===== src/rtl/mem_arbiter_if.sv =====
// Bundle of the fetch, LSU and memory-port signals around mem_arbiter.
// The slave modport is the arbiter's view; master is the surrounding core/memory.
interface mem_arbiter_if;
  logic        i_if_req;
  logic [31:0] i_if_addr;
  logic        o_if_gnt;
  logic        o_if_rvalid;
  logic [31:0] o_if_rdata;
  logic        o_if_err;

  logic        i_ls_req;
  logic [31:0] i_ls_addr;
  logic        i_ls_we;
  logic [1:0]  i_ls_size;
  logic        i_ls_sign_ext;
  logic [31:0] i_ls_wdata;
  logic        o_ls_gnt;
  logic        o_ls_rvalid;
  logic [31:0] o_ls_rdata;
  logic        o_ls_err;

  logic        o_mem_req;
  logic        i_mem_gnt;
  logic [31:0] o_mem_addr;
  logic        o_mem_we;
  logic [3:0]  o_mem_be;
  logic [31:0] o_mem_wdata;
  logic        i_mem_rvalid;
  logic [31:0] i_mem_rdata;
  logic        o_stall;

  modport slave (
    input  i_if_req, i_if_addr,
    output o_if_gnt, o_if_rvalid, o_if_rdata, o_if_err,
    input  i_ls_req, i_ls_addr, i_ls_we, i_ls_size, i_ls_sign_ext, i_ls_wdata,
    output o_ls_gnt, o_ls_rvalid, o_ls_rdata, o_ls_err,
    output o_mem_req, o_mem_addr, o_mem_we, o_mem_be, o_mem_wdata,
    input  i_mem_gnt, i_mem_rvalid, i_mem_rdata,
    output o_stall
  );

  modport master (
    output i_if_req, i_if_addr,
    input  o_if_gnt, o_if_rvalid, o_if_rdata, o_if_err,
    output i_ls_req, i_ls_addr, i_ls_we, i_ls_size, i_ls_sign_ext, i_ls_wdata,
    input  o_ls_gnt, o_ls_rvalid, o_ls_rdata, o_ls_err,
    input  o_mem_req, o_mem_addr, o_mem_we, o_mem_be, o_mem_wdata,
    output i_mem_gnt, i_mem_rvalid, i_mem_rdata,
    input  o_stall
  );
endinterface


===== src/rtl/mem_arbiter.sv =====
// Single memory port shared by instruction fetch and the LSU: LSU-priority arbitration,
// request/grant/response sequencing with timeout, byte-lane steering and load extension.
module mem_arbiter #(
  parameter int TIMEOUT_CYCLES = 255,
  parameter int TO_WIDTH       = 8
) (
  input logic          i_clk,
  input logic          i_rst_n,
  mem_arbiter_if.slave bus
);
  typedef enum logic [1:0] {IDLE, REQ, WAIT} state_t;
  typedef enum logic {OWN_IF, OWN_LS} owner_t;

  state_t                state_q, state_d;
  owner_t                owner_q, owner_d;
  logic [TO_WIDTH-1:0]   cnt_q, cnt_d;
  logic                  mem_req_q, mem_req_d;
  logic [31:0]           mem_addr_q, mem_addr_d;
  logic                  mem_we_q, mem_we_d;
  logic [3:0]            mem_be_q, mem_be_d;
  logic [31:0]           mem_wdata_q, mem_wdata_d;
  logic [1:0]            size_q, size_d;
  logic [1:0]            off_q, off_d;
  logic                  sext_q, sext_d;
  logic                  if_rvalid_q, if_rvalid_d;
  logic                  if_err_q, if_err_d;
  logic [31:0]           if_rdata_q, if_rdata_d;
  logic                  ls_rvalid_q, ls_rvalid_d;
  logic                  ls_err_q, ls_err_d;
  logic [31:0]           ls_rdata_q, ls_rdata_d;

  logic        if_gnt, ls_gnt, ls_bad;
  logic [3:0]  ls_be;
  logic [31:0] ls_wdata, rd_shift, load_data;
  logic        unused_if_addr_lsbs;

  assign unused_if_addr_lsbs = &{1'b0, bus.i_if_addr[1:0]};

  // Request-side decode of the LSU controls.
  always_comb begin
    ls_bad = (bus.i_ls_size == 2'd3) ||
             (bus.i_ls_size == 2'd1 && bus.i_ls_addr[0]) ||
             (bus.i_ls_size == 2'd2 && bus.i_ls_addr[1:0] != 2'b00);
    case (bus.i_ls_size)
      2'd0:    ls_be = 4'b0001 << bus.i_ls_addr[1:0];
      2'd1:    ls_be = 4'b0011 << bus.i_ls_addr[1:0];
      default: ls_be = 4'b1111;
    endcase
    case (bus.i_ls_size)
      2'd0:    ls_wdata = {4{bus.i_ls_wdata[7:0]}};
      2'd1:    ls_wdata = {2{bus.i_ls_wdata[15:0]}};
      default: ls_wdata = bus.i_ls_wdata;
    endcase
  end

  // Response-side lane select and extension, using the size/offset captured at grant.
  always_comb begin
    rd_shift = bus.i_mem_rdata >> {off_q, 3'b000};
    case (size_q)
      2'd0:    load_data = sext_q ? {{24{rd_shift[7]}}, rd_shift[7:0]} : {24'b0, rd_shift[7:0]};
      2'd1:    load_data = sext_q ? {{16{rd_shift[15]}}, rd_shift[15:0]} : {16'b0, rd_shift[15:0]};
      default: load_data = bus.i_mem_rdata;
    endcase
  end

  always_comb begin
    state_d     = state_q;
    owner_d     = owner_q;
    cnt_d       = cnt_q;
    mem_req_d   = mem_req_q;
    mem_addr_d  = mem_addr_q;
    mem_we_d    = mem_we_q;
    mem_be_d    = mem_be_q;
    mem_wdata_d = mem_wdata_q;
    size_d      = size_q;
    off_d       = off_q;
    sext_d      = sext_q;
    if_rvalid_d = 1'b0;
    if_err_d    = 1'b0;
    if_rdata_d  = if_rdata_q;
    ls_rvalid_d = 1'b0;
    ls_err_d    = 1'b0;
    ls_rdata_d  = ls_rdata_q;
    if_gnt      = 1'b0;
    ls_gnt      = 1'b0;

    case (state_q)
      IDLE: begin
        if (bus.i_ls_req && i_rst_n) begin
          ls_gnt = 1'b1;
          if (ls_bad) begin
            // Rejected without touching memory; answered next cycle from IDLE.
            ls_rvalid_d = 1'b1;
            ls_err_d    = 1'b1;
            ls_rdata_d  = 32'h0;
          end else begin
            state_d     = REQ;
            owner_d     = OWN_LS;
            mem_req_d   = 1'b1;
            mem_addr_d  = {bus.i_ls_addr[31:2], 2'b00};
            mem_we_d    = bus.i_ls_we;
            mem_be_d    = ls_be;
            mem_wdata_d = ls_wdata;
            size_d      = bus.i_ls_size;
            off_d       = bus.i_ls_addr[1:0];
            sext_d      = bus.i_ls_sign_ext;
          end
        end else if (bus.i_if_req && i_rst_n) begin
          if_gnt      = 1'b1;
          state_d     = REQ;
          owner_d     = OWN_IF;
          mem_req_d   = 1'b1;
          mem_addr_d  = {bus.i_if_addr[31:2], 2'b00};
          mem_we_d    = 1'b0;
          mem_be_d    = 4'b1111;
          mem_wdata_d = 32'h0;
          size_d      = 2'd2;
          off_d       = 2'd0;
          sext_d      = 1'b0;
        end
      end
      REQ: begin
        if (bus.i_mem_gnt) begin
          state_d   = WAIT;
          mem_req_d = 1'b0;
          cnt_d     = '0;
        end
      end
      WAIT: begin
        if (bus.i_mem_rvalid) begin
          state_d = IDLE;
          if (owner_q == OWN_LS) begin
            ls_rvalid_d = 1'b1;
            ls_rdata_d  = mem_we_q ? 32'h0 : load_data;
          end else begin
            if_rvalid_d = 1'b1;
            if_rdata_d  = bus.i_mem_rdata;
          end
        end else if (cnt_q == TO_WIDTH'(TIMEOUT_CYCLES - 1)) begin
          // This is the TIMEOUT_CYCLES-th silent WAIT cycle.
          state_d = IDLE;
          if (owner_q == OWN_LS) begin
            ls_rvalid_d = 1'b1;
            ls_err_d    = 1'b1;
            ls_rdata_d  = 32'h0;
          end else begin
            if_rvalid_d = 1'b1;
            if_err_d    = 1'b1;
            if_rdata_d  = 32'h0;
          end
        end else begin
          cnt_d = cnt_q + TO_WIDTH'(1);
        end
      end
      default: state_d = IDLE;
    endcase
  end

  always_ff @(posedge i_clk or negedge i_rst_n) begin
    if (!i_rst_n) begin
      state_q     <= IDLE;
      owner_q     <= OWN_IF;
      cnt_q       <= '0;
      mem_req_q   <= 1'b0;
      mem_addr_q  <= 32'h0;
      mem_we_q    <= 1'b0;
      mem_be_q    <= 4'h0;
      mem_wdata_q <= 32'h0;
      size_q      <= 2'd0;
      off_q       <= 2'd0;
      sext_q      <= 1'b0;
      if_rvalid_q <= 1'b0;
      if_err_q    <= 1'b0;
      if_rdata_q  <= 32'h0;
      ls_rvalid_q <= 1'b0;
      ls_err_q    <= 1'b0;
      ls_rdata_q  <= 32'h0;
    end else begin
      state_q     <= state_d;
      owner_q     <= owner_d;
      cnt_q       <= cnt_d;
      mem_req_q   <= mem_req_d;
      mem_addr_q  <= mem_addr_d;
      mem_we_q    <= mem_we_d;
      mem_be_q    <= mem_be_d;
      mem_wdata_q <= mem_wdata_d;
      size_q      <= size_d;
      off_q       <= off_d;
      sext_q      <= sext_d;
      if_rvalid_q <= if_rvalid_d;
      if_err_q    <= if_err_d;
      if_rdata_q  <= if_rdata_d;
      ls_rvalid_q <= ls_rvalid_d;
      ls_err_q    <= ls_err_d;
      ls_rdata_q  <= ls_rdata_d;
    end
  end

  assign bus.o_if_gnt    = if_gnt;
  assign bus.o_if_rvalid = if_rvalid_q;
  assign bus.o_if_rdata  = if_rdata_q;
  assign bus.o_if_err    = if_err_q;
  assign bus.o_ls_gnt    = ls_gnt;
  assign bus.o_ls_rvalid = ls_rvalid_q;
  assign bus.o_ls_rdata  = ls_rdata_q;
  assign bus.o_ls_err    = ls_err_q;
  assign bus.o_mem_req   = mem_req_q;
  assign bus.o_mem_addr  = mem_addr_q;
  assign bus.o_mem_we    = mem_we_q;
  assign bus.o_mem_be    = mem_be_q;
  assign bus.o_mem_wdata = mem_wdata_q;
  assign bus.o_stall     = (state_q != IDLE) || if_gnt || ls_gnt;
endmodule


===== src/flat_wrapper.sv =====
// flat-port wrapper written by rule: the top's interface ports become plain ports
module mem_arbiter_flat 
#(
  parameter int TIMEOUT_CYCLES = 255,
  parameter int TO_WIDTH       = 8
)
  (i_clk, i_rst_n, bus_i_if_req, bus_i_if_addr, bus_o_if_gnt, bus_o_if_rvalid, bus_o_if_rdata, bus_o_if_err, bus_i_ls_req, bus_i_ls_addr, bus_i_ls_we, bus_i_ls_size, bus_i_ls_sign_ext, bus_i_ls_wdata, bus_o_ls_gnt, bus_o_ls_rvalid, bus_o_ls_rdata, bus_o_ls_err, bus_o_mem_req, bus_o_mem_addr, bus_o_mem_we, bus_o_mem_be, bus_o_mem_wdata, bus_i_mem_gnt, bus_i_mem_rvalid, bus_i_mem_rdata, bus_o_stall);
  mem_arbiter_if bus_i ();
  input logic i_clk;
  input logic i_rst_n;
  input wire logic [$bits(bus_i.i_if_req)-1:0] bus_i_if_req;
  input wire logic [$bits(bus_i.i_if_addr)-1:0] bus_i_if_addr;
  output wire logic [$bits(bus_i.o_if_gnt)-1:0] bus_o_if_gnt;
  output wire logic [$bits(bus_i.o_if_rvalid)-1:0] bus_o_if_rvalid;
  output wire logic [$bits(bus_i.o_if_rdata)-1:0] bus_o_if_rdata;
  output wire logic [$bits(bus_i.o_if_err)-1:0] bus_o_if_err;
  input wire logic [$bits(bus_i.i_ls_req)-1:0] bus_i_ls_req;
  input wire logic [$bits(bus_i.i_ls_addr)-1:0] bus_i_ls_addr;
  input wire logic [$bits(bus_i.i_ls_we)-1:0] bus_i_ls_we;
  input wire logic [$bits(bus_i.i_ls_size)-1:0] bus_i_ls_size;
  input wire logic [$bits(bus_i.i_ls_sign_ext)-1:0] bus_i_ls_sign_ext;
  input wire logic [$bits(bus_i.i_ls_wdata)-1:0] bus_i_ls_wdata;
  output wire logic [$bits(bus_i.o_ls_gnt)-1:0] bus_o_ls_gnt;
  output wire logic [$bits(bus_i.o_ls_rvalid)-1:0] bus_o_ls_rvalid;
  output wire logic [$bits(bus_i.o_ls_rdata)-1:0] bus_o_ls_rdata;
  output wire logic [$bits(bus_i.o_ls_err)-1:0] bus_o_ls_err;
  output wire logic [$bits(bus_i.o_mem_req)-1:0] bus_o_mem_req;
  output wire logic [$bits(bus_i.o_mem_addr)-1:0] bus_o_mem_addr;
  output wire logic [$bits(bus_i.o_mem_we)-1:0] bus_o_mem_we;
  output wire logic [$bits(bus_i.o_mem_be)-1:0] bus_o_mem_be;
  output wire logic [$bits(bus_i.o_mem_wdata)-1:0] bus_o_mem_wdata;
  input wire logic [$bits(bus_i.i_mem_gnt)-1:0] bus_i_mem_gnt;
  input wire logic [$bits(bus_i.i_mem_rvalid)-1:0] bus_i_mem_rvalid;
  input wire logic [$bits(bus_i.i_mem_rdata)-1:0] bus_i_mem_rdata;
  output wire logic [$bits(bus_i.o_stall)-1:0] bus_o_stall;
  assign bus_i.i_if_req = bus_i_if_req;
  assign bus_i.i_if_addr = bus_i_if_addr;
  assign bus_o_if_gnt = bus_i.o_if_gnt;
  assign bus_o_if_rvalid = bus_i.o_if_rvalid;
  assign bus_o_if_rdata = bus_i.o_if_rdata;
  assign bus_o_if_err = bus_i.o_if_err;
  assign bus_i.i_ls_req = bus_i_ls_req;
  assign bus_i.i_ls_addr = bus_i_ls_addr;
  assign bus_i.i_ls_we = bus_i_ls_we;
  assign bus_i.i_ls_size = bus_i_ls_size;
  assign bus_i.i_ls_sign_ext = bus_i_ls_sign_ext;
  assign bus_i.i_ls_wdata = bus_i_ls_wdata;
  assign bus_o_ls_gnt = bus_i.o_ls_gnt;
  assign bus_o_ls_rvalid = bus_i.o_ls_rvalid;
  assign bus_o_ls_rdata = bus_i.o_ls_rdata;
  assign bus_o_ls_err = bus_i.o_ls_err;
  assign bus_o_mem_req = bus_i.o_mem_req;
  assign bus_o_mem_addr = bus_i.o_mem_addr;
  assign bus_o_mem_we = bus_i.o_mem_we;
  assign bus_o_mem_be = bus_i.o_mem_be;
  assign bus_o_mem_wdata = bus_i.o_mem_wdata;
  assign bus_i.i_mem_gnt = bus_i_mem_gnt;
  assign bus_i.i_mem_rvalid = bus_i_mem_rvalid;
  assign bus_i.i_mem_rdata = bus_i_mem_rdata;
  assign bus_o_stall = bus_i.o_stall;
  mem_arbiter #(.TIMEOUT_CYCLES(TIMEOUT_CYCLES), .TO_WIDTH(TO_WIDTH)) u_core (.i_clk(i_clk), .i_rst_n(i_rst_n), .bus(bus_i));
endmodule

===== config.mk =====
export PLATFORM = sky130hd
export DESIGN_NAME = mem_arbiter_flat
export DESIGN_NICKNAME = d
export VERILOG_FILES = /design/src/rtl/mem_arbiter_if.sv /design/src/rtl/mem_arbiter.sv /design/src/flat_wrapper.sv
export SDC_FILE = /design/constraint.sdc
export NUM_CORES = 1
export LEC_CHECK = 0
export CAP_MARGIN = 20
export CORE_MARGIN = 10
export CORE_UTILIZATION = 45
export CTS_BUF_LIST = sky130_fd_sc_hd__clkbuf_8
export DETAILED_ROUTE_END_ITERATION = 12
export PLACE_DENSITY = 0.92
export SKIP_CTS_REPAIR_TIMING = 1
export SLEW_MARGIN = 0
export SYNTH_ARGS = -nofsm -noshare
export SYNTH_HDL_FRONTEND = slang
export SYNTH_SLANG_ARGS = --single-unit

===== constraint.sdc =====
create_clock -name i_clk -period 2.55 [get_ports i_clk]
set_input_delay 0.255 -clock i_clk [delete_from_list [all_inputs] [get_ports i_clk]]
set_output_delay 0.255 -clock i_clk [all_outputs]
set_load 0.02 [all_outputs]

### Word level (Yosys, flattened, before mapping)

Index checks and enable logic that the tools add are counted.
W data, S select, Z words.

* mux-type cells: 73
* equal/unequal tests: 17
* add/sub/neg operators: 1
* reductions and logical operators: 24
* bitwise logic cells: 1
* multiply operators: 0
* order comparisons: 0
* shift-type cells: 3
* div/mod/pow operators: 0

Operators by type and width (count)
* $mux W32: 19
* $pmux W32 S2: 3
* $shr A32 B5 Y16: 1
* $mux W1: 27
* $mux W2: 12
* $mux W8: 3
* $pmux W8 S2: 1
* $reduce_bool A2 Y1: 7
* $mux W4: 3
* $reduce_and A4 Y1: 3
* $add A8 B1 Y8 const B: 1
* $eq A8 B8 Y1 const B: 1
* $ne A2 B2 Y1 const B: 4
* $pmux W4 S2: 1
* $eq A2 B1 Y1 const B: 3
* $eq A2 B2 Y1 const B: 3
* $logic_not A2 Y1: 3
* $ne A2 B1 Y1 const B: 3
* $pmux W1 S2: 3
* $pmux W2 S3: 1
* $reduce_and A3 Y1: 2
* $reduce_and A5 Y1: 1
* $logic_and A1 B1 Y1: 4
* $logic_or A1 B1 Y1: 4
* 6 further kinds: 6

* logic and storage cells: 136
* memory bits (writable): 0
* register bits after elaboration: 154
* memory bits (read-only): 0
* output and inout bits: 141
* memories: 0
* input bits: 138
* bits in latches: 0

### Longest topological paths before layout

Gate-level depths: netlist (run 1).

* word-level depth: 7
* mapped depth: 9
* mapped depth without buffers: 6

### Least setup slack after synthesis (run 1)

OpenSTA, ideal clock, no wires.

* path kind: reg2reg
* from: register u_core.state_q[0]
* to: register u_core.mem_addr_q[28] (netlist: u_core.bus.o_mem_addr[28])
* stages on the path, launching flop included: 7
* required time: 2.425 ns
* slack: 0.281 ns
* buffers on the path: 2
* data arrival time: 2.144 ns
* library setup time: 0.125 ns
* period minus slack after synthesis: 2.269 ns
* cells stage by stage: dfrtp_1 or2_4 nor3_1 a21o_1 buf_4 buf_4 mux2_2

* longest elaborated chain between the ends: 2

Ends and longest elaborated chain
* start: declaration: line mem_arbiter.sv:14 `state_t state_q, state_d;`
* start signal: assignment: line mem_arbiter.sv:179 `state_q <= state_d;`
* $logic_not A2 Y1: line mem_arbiter.sv:87 `case (state_q)`
* $reduce_and A3 Y1 (no line)
* end signal: assignment: line mem_arbiter.sv:183 `mem_addr_q <= mem_addr_d;`
* end: declaration: line mem_arbiter.sv:18 `logic [31:0] mem_addr_q, mem_addr_d;`

Every way passes these cells.
A chain may end at the register's enable or synchronous reset.

### Worst setup path in the final report (run 1)

* from: input port i_rst_n
* to: output port bus_o_if_gnt

* longest elaborated chain between the ends: 4
* elaborated cells between the ends (all ways): 5
* classes of those cells: mux (3); reduce/logical (2)

Ends and longest elaborated chain
* start: declaration: line flat_wrapper.sv:10 `input logic i_rst_n;`
* $logic_and A1 B1 Y1: line mem_arbiter.sv:108 `end else if (bus.i_if_req && i_rst_n) begin`
* $mux W1: line mem_arbiter.sv:108
* $mux W1 (*): line mem_arbiter.sv:89 `if (bus.i_ls_req && i_rst_n) begin`
* $mux W1 (*): line mem_arbiter.sv:87
* end: declaration: line flat_wrapper.sv:13 `output wire logic [$bits(bus_i.o_if_gnt)-1:0] bus_o_if_gnt;`

Mark *: on every way between the ends. The rest lies on a longest branch, timed or not.

==> metrics.csv, run 1 <==
metric,value,unit
Power Dens Cells,996,nW/um^2
largest family of logic cells by synthesized area,compound AO/OA/AOI/OAI gates,
RSZ-0062 raised after global routing,no,
FMAX,409,MHz
drt first-iter violations,483,
Pwr Total,10800,uW
post-synthesis compound-gate area fraction,18.8,%
"Reg clk slew, reported paths",0.08,ns
Routed Antenna Nets,0,
synthesized area per cell,12.0,sq um
dpl cell area,10300,sq um
Final Hold Violating Endpoints,0,
CTS Buffer Depth,2,
core outline area,15900,sq um
Min Hold Slack,0.277,ns
cell row count,46,
DR vias/cell,5.69,
Worst EP required,2.30,ns
worst min path class,input port to asynchronous set/reset pin,
design area,10800,sq um
Total Wirelength,25.3,mm
Nets,1031,
final setup violation count,0,
fill count,1173,
Synth Flop Type,dfrtp_1,
largest net degree at the start of global routing,86,
die width,148,um
via count,6380,
Synth Area in Simple Gates,6.10,%
Area Growth Syn to Fin,47.5,%
crit-path max cell delay,0.63,ns
H-tree depth,4,
CTS tree,yes,
register bit count reported by yosys,152,
fin cells,1121,
"Async S/R FF share, synth",100,%
Tcrit/Tclk final,95.8,%
IO Port Bufs,274,
total number of yosys warnings,0,
crit path max fanout,17,
Overall Global Routing Usage,22.7,%
leakage,0.00456,uW
Cells after Synth,609,
register area share after synthesis,51.9,%
Setup CP Type,input port to output pin,
initial antenna violation count,1,
maxcap violations,0,
post-synth design cell area,7320,sq um
Slowest cell on crit path,clkdlybuf4s50_1,
critical path arrival,2.19,ns
Worst Tran Pin Value,0.955,ns
Final Skew,0.0152,ns
crit path launch type,input port,
"Slew Viols, Final",0,
placer congestion estimate,0.850,
DRC viols,0,
CTS sink count,152,
Die H,148,um
DRT Pass-1 Iters,5,
DR WL/cell,22.6,um
die area,21800,sq um
Post-Route Setup TNS,0,ns
DP Cell Count,1086,
crit path time final,2.44,ns
total CTS buffers,17,
number of global-route vias before repair,6788,
global-route wire length before repair,39.2,mm
CTS Root Cell,clkbuf_8,
status,"finished, final reports clean",
crit-path cells,"dlygate4sd3_1, buf_6, nand2_1, nor3_1, buf_4, clkdlybuf4s50_1",
Synth cell types,64,
clk_lat worst skew,0.44,ns
share of layout cells above drive strength 1,16.8,%
mux share of post-synthesis cell area,17.8,%
Worst slew margin,36.4,%
Worst setup EP type,output pin,
DP Wirelength,19.1,mm
number of flops mapped to enable cells by yosys,0,
Initial Util,45.9,%
XOR/XNOR Fraction of Synth Area,0.120,%
adder-cell area share of the yosys netlist,0.342,%
GRT overflow,0,
Peak VDD IR,0.000586,V
I/O pin cnt,279,
## per-stage QoR
stage               utilization [%]  setup slack (ns)
CTS                            67.5            0.0711
finish                         67.7             0.106
global placement               64.8            0.0848
floorplan                         -             0.281
global route                   67.7           0.00819
detailed placement             64.8            0.0521
## state kept, by name, summed over array words and instances, names as in the netlist
name                    flops
u_core.sext_q               1
u_core.bus.o_if_rvalid      1
u_core.bus.o_mem_req        1
u_core.bus.o_mem_be         4
u_core.bus.o_ls_err         1
u_core.bus.o_mem_wdata     32
u_core.bus.o_if_err         1
u_core.owner_q              1
u_core.cnt_q                8
u_core.state_q              2
u_core.off_q                2
u_core.bus.o_ls_rdata      32
u_core.bus.o_mem_we         1
u_core.bus.o_mem_addr      30
u_core.bus.o_ls_rvalid      1
u_core.bus.o_if_rdata      32
u_core.size_q               2
## where the power goes
group	internal [uW]	switching, uW	leakage (uW)
logic	2510	2430	0.00242
registers	3280	576	0.00192
clock network	1050	920	0.000220
total	6830	3920	0.00456
## final timing paths
kind,startpoint,end,slack (ns),cells past startpoint
setup / recovery,i_rst_n,bus_o_if_gnt,0.11,6
min in group i_clk,bus_i_ls_sign_ext,u_core.sext_q,0.43,2
hold / removal,i_rst_n,u_core.bus.o_mem_wdata[7],0.28,2
setup reg to reg,u_core.state_q[0],u_core.bus.o_mem_addr[21],0.29,4
hold reg to reg,u_core.bus.o_ls_rdata[15],u_core.bus.o_ls_rdata[15],0.50,1
max in group asynchronous,i_rst_n,u_core.bus.o_ls_rdata[20],1.31,3
## final cells by class
| class | count | area, sq um | share of cell area, % |
|---|---|---|---|
| Clock buffer | 20 | 275 | 2.55 |
| Multi-Input combinational cell | 388 | 3180 | 29.4 |
| Sequential cell | 152 | 3800 | 35.2 |
| Inverter | 21 | 78.8 | 0.730 |
| Timing Repair Buffer | 311 | 3040 | 28.2 |
| Antenna cell | 1 | 2.50 | 0.0232 |
| Tap cell | 216 | 270 | 2.50 |
| Clock inverter | 12 | 148 | 1.37 |
## cell usage after synthesis, drive strengths merged, types with 2 or more instances
cell type	number	area share [%]
buf	24	2.4
nand2b	7	0.60
or2	2	0.21
a21o	5	0.51
nand2	37	1.9
o21bai	2	0.26
a21oi	8	0.55
a31oi	17	1.5
o221ai	10	1.2
a32o	6	0.82
o21ai	16	1.1
a22o	49	5.9
and3	2	0.17
o211ai	3	0.38
inv	21	1.1
nand4	3	0.26
mux2i	42	5.7
nand3	9	0.62
mux2	76	12
a2bb2oi	5	0.60
o32a	4	0.55
ha	2	0.34
o2bb2ai	12	1.4
nor2	18	1.0
clkbuf	25	1.3
dfrtp	152	52
and2	4	0.34
o22ai	2	0.17
a211oi	21	2.2
nor2b	2	0.17
## cell families after synthesis
logic type               count (synthesis)
AO/OA/AOI/OAI                          173
flip-flops                             152
multiplexers                           119
AND/OR/NAND/NOR                         91
buffers and inverters                   70
adder cells (fa/ha/maj)                  2
other                                    1
XOR/XNOR                                 1
## worst max-delay path: cells and delay by family
| family | cells | cell delay [ns] |
|---|---|---|
| simple gates | 2 | 0.30 |
| buf+inv | 4 | 1.64 |
## per-layer routing
metal | wire (um) | up-vias | GRT usage (%)
met5 | 0 | - | 0
met4 | 585 | 0 | 6.69
li1 | - | 2855 | -
met2 | 12400 | 327 | 37.8
met3 | 2600 | 38 | 9.07
met1 | 9660 | 3160 | 26.4
## placed cells by master, fill, tap and decap left out, types with 2 or more instances in the layout
cell             count
nand2_1             37
nand4_1              3
a21o_1               4
nand2b_1             7
mux2i_1             42
o2bb2ai_1           12
o221ai_1            10
nor2_1              17
clkbuf_8            20
inv_6                2
o32a_1               4
nor2b_1              2
mux2_2              70
conb_1               2
nand3_1              9
bufinv_16            3
o22ai_1              2
mux2_4               2
a22o_1              49
clkdlybuf4s50_1    273
o21ai_0             14
a2bb2oi_1            5
inv_1               22
dfrtp_1            152
o21ai_1              2
a31oi_1             17
and2_1               4
o211ai_1             2
and3_1               2
a211oi_1            21
a21oi_1              7
a32o_1               6
buf_4               35
mux2_1               4
clkinv_2             4
ha_1                 2
No activity file was read; power rests on OpenSTA's default activity.
==> run 2: changes to the inputs <==
--- a/config.mk
+++ b/config.mk
@@ -9,9 +9,9 @@
 export CORE_MARGIN = 10
 export CORE_UTILIZATION = 45
 export CTS_BUF_LIST = sky130_fd_sc_hd__clkbuf_8
+export CTS_CLUSTER_SIZE = 8
 export DETAILED_ROUTE_END_ITERATION = 12
-export PLACE_DENSITY = 0.92
-export SKIP_CTS_REPAIR_TIMING = 1
+export PLACE_DENSITY = 0.84
 export SLEW_MARGIN = 0
 export SYNTH_ARGS = -nofsm -noshare
 export SYNTH_HDL_FRONTEND = slang
==> run 2 against run 1 <==
Clock skew down 0.0022 ns. Sequential share of layout area up 0.23 points. Critical path depth down 3. Worst hold slack worse by 0.23 ns.
==> metrics.csv, run 2 (synthesis gave the netlist of run 1 again) <==
metric,value,unit,change
die area,21800,sq um,unchanged
number of global-route vias before repair,6660,,-1.9%
Min Hold Slack,0.0426,ns,-0.235 ns
crit path launch type,flop,,
drt first-iter violations,481,,-0.41%
via count,6222,,-2.5%
Power Dens Cells,989,nW/um^2,-0.70%
Overall Global Routing Usage,22.1,%,-0.64 points
largest net degree at the start of global routing,70,,-19%
clk_lat worst skew,0.45,ns,about the same
Tcrit/Tclk final,93.7,%,-2.1 points
CTS sink count,152,,unchanged
area occupied by multi-input gates,3180,sq um,about the same
Worst EP required,2.30,ns,about the same
die width,148,um,unchanged
FMAX,419,MHz,+2.3%
Worst slew margin,40.9,%,+4.6 points
Worst R2R Start,u_core.cnt_q[0],,
post-layout util,67.3,%,-0.45 points
ant diodes,0,,-1
critical path arrival,2.13,ns,-0.06 ns
DRC viols,0,,unchanged
H-tree depth,4,,unchanged
RSZ-0062 raised after global routing,no,,
global-route wire length before repair,38.0,mm,-3.0%
DR vias/cell,5.59,,-1.8%
status,"finished, final reports clean",,
Die H,148,um,unchanged
crit path max fanout,9,,-8
Area Growth Syn to Fin,46.5,%,
Worst setup EP type,output pin,,
DRT Pass-1 Iters,5,,unchanged
worst min path class,input port to asynchronous set/reset pin,,
Peak VDD IR,0.000564,V,-3.8%
GRT overflow,0,,unchanged
Nets,1024,,-0.68%
maxcap violations,0,,unchanged
Final Hold Violating Endpoints,0,,unchanged
leakage,0.00452,uW,-0.93%
Storage cell area,3800,sq um,unchanged
CTS Buffer Depth,2,,unchanged
placer congestion estimate,0.796,,-6.4%
DR WL/cell,21.9,um,-2.9%
CTS Root Cell,clkbuf_8,,
"commonest non-fill, non-tap cell in the layout",clkdlybuf4s50_1,,
core outline area,15900,sq um,unchanged
CP startpoint,u_core.state_q[0],,
fill count,1228,,+4.7%
final setup violation count,0,,unchanged
IO Port Bufs,274,,unchanged
Total Wirelength,24.4,mm,-3.6%
cell row count,46,,unchanged
share of layout cells above drive strength 1,16.3,%,-0.54 points
R2R setup slack,0.54,ns,+0.25 ns
"Reg clk slew, reported paths",0.08,ns,about the same
Worst Tran Pin Value,0.886,ns,-0.0686 ns
"Slew Viols, Final",0,,unchanged
total CTS buffers,17,,unchanged
initial antenna violation count,0,,-1
I/O pin cnt,279,,unchanged
crit path time final,2.39,ns,-0.0547 ns
Final Skew,0.0130,ns,-0.00220 ns
CTS tree,yes,,
Initial Util,45.9,%,unchanged
DP Wirelength,18.3,mm,-4.3%
Setup CP Type,flop to output pin,,
Routed Antenna Nets,0,,unchanged
most frequent cells in the layout,"clkdlybuf4s50_1 (272), dfrtp_1 (152), mux2_2 (70), a22o_1 (49), mux2i_1 (42)",,
Post-Route Setup TNS,0,ns,unchanged
## run 2: critical path: stages, from the launching register on
cell and delay [ns]:
dfrtp_1 0.47, or2_4 0.31, nor2_2 0.22, clkdlybuf4s50_1 0.68
## run 2: final timing paths
check | endpoint | depth (start not counted)
hold / removal | u_core.state_q[0] | 2
setup reg to reg | u_core.bus.o_ls_rdata[10] | 7
max in group asynchronous | u_core.bus.o_mem_wdata[8] | 2
setup / recovery | bus_o_ls_gnt | 3
min in group i_clk | u_core.bus.o_mem_req | 4
hold reg to reg | u_core.cnt_q[5] | 1
## run 2: timing repair
item,4_1_cts,5_1_grt
hold buffers,1,0
resized for setup,0,2
hold endpoints to repair,16,0
endpoints found under the setup margin,0,2
buffers inserted,0,0
## run 2: cell type report
| type | count | area share (%) |
|---|---|---|
| sequential | 152 | 35.5 |
| clock buffer | 18 | 2.31 |
| clock inverter | 14 | 1.39 |
| multi-input combinational | 388 | 29.6 |
| inverter | 21 | 0.735 |
| timing repair buffer | 304 | 28.0 |
| tap | 216 | 2.52 |
## run 2: metal layers
layer	global-route usage, %	up-vias	part of all wire [%]
met5	0	-	0
met4	6.54	0	2.0
met3	9.04	35	9.8
met2	35.7	265	48
met1	26.4	3067	40
li1	-	2855	-
## run 2: power breakdown
part           internal (uW)  switching [uW]
Sequential              3280             566
Clock                    901             968
Combinational           2490            2400
Total                   6670            3930
## run 2: stage by stage
| step | worst slack, ns | cell area, sq um | std cells | total power (uW) |
|---|---|---|---|---|
| after floorplan | 0.281 | 7330 | 610 | 6260 |
| after global placement | 0.280 | 10300 | 1080 | 8670 |
| after detailed placement | 0.260 | 10300 | 1080 | 8800 |
| after CTS | 0.0191 | 10700 | 1113 | 10700 |
| after global routing | 0.0350 | 10700 | 1113 | 11200 |
| final | 0.161 | 10700 | 1113 | 10600 |
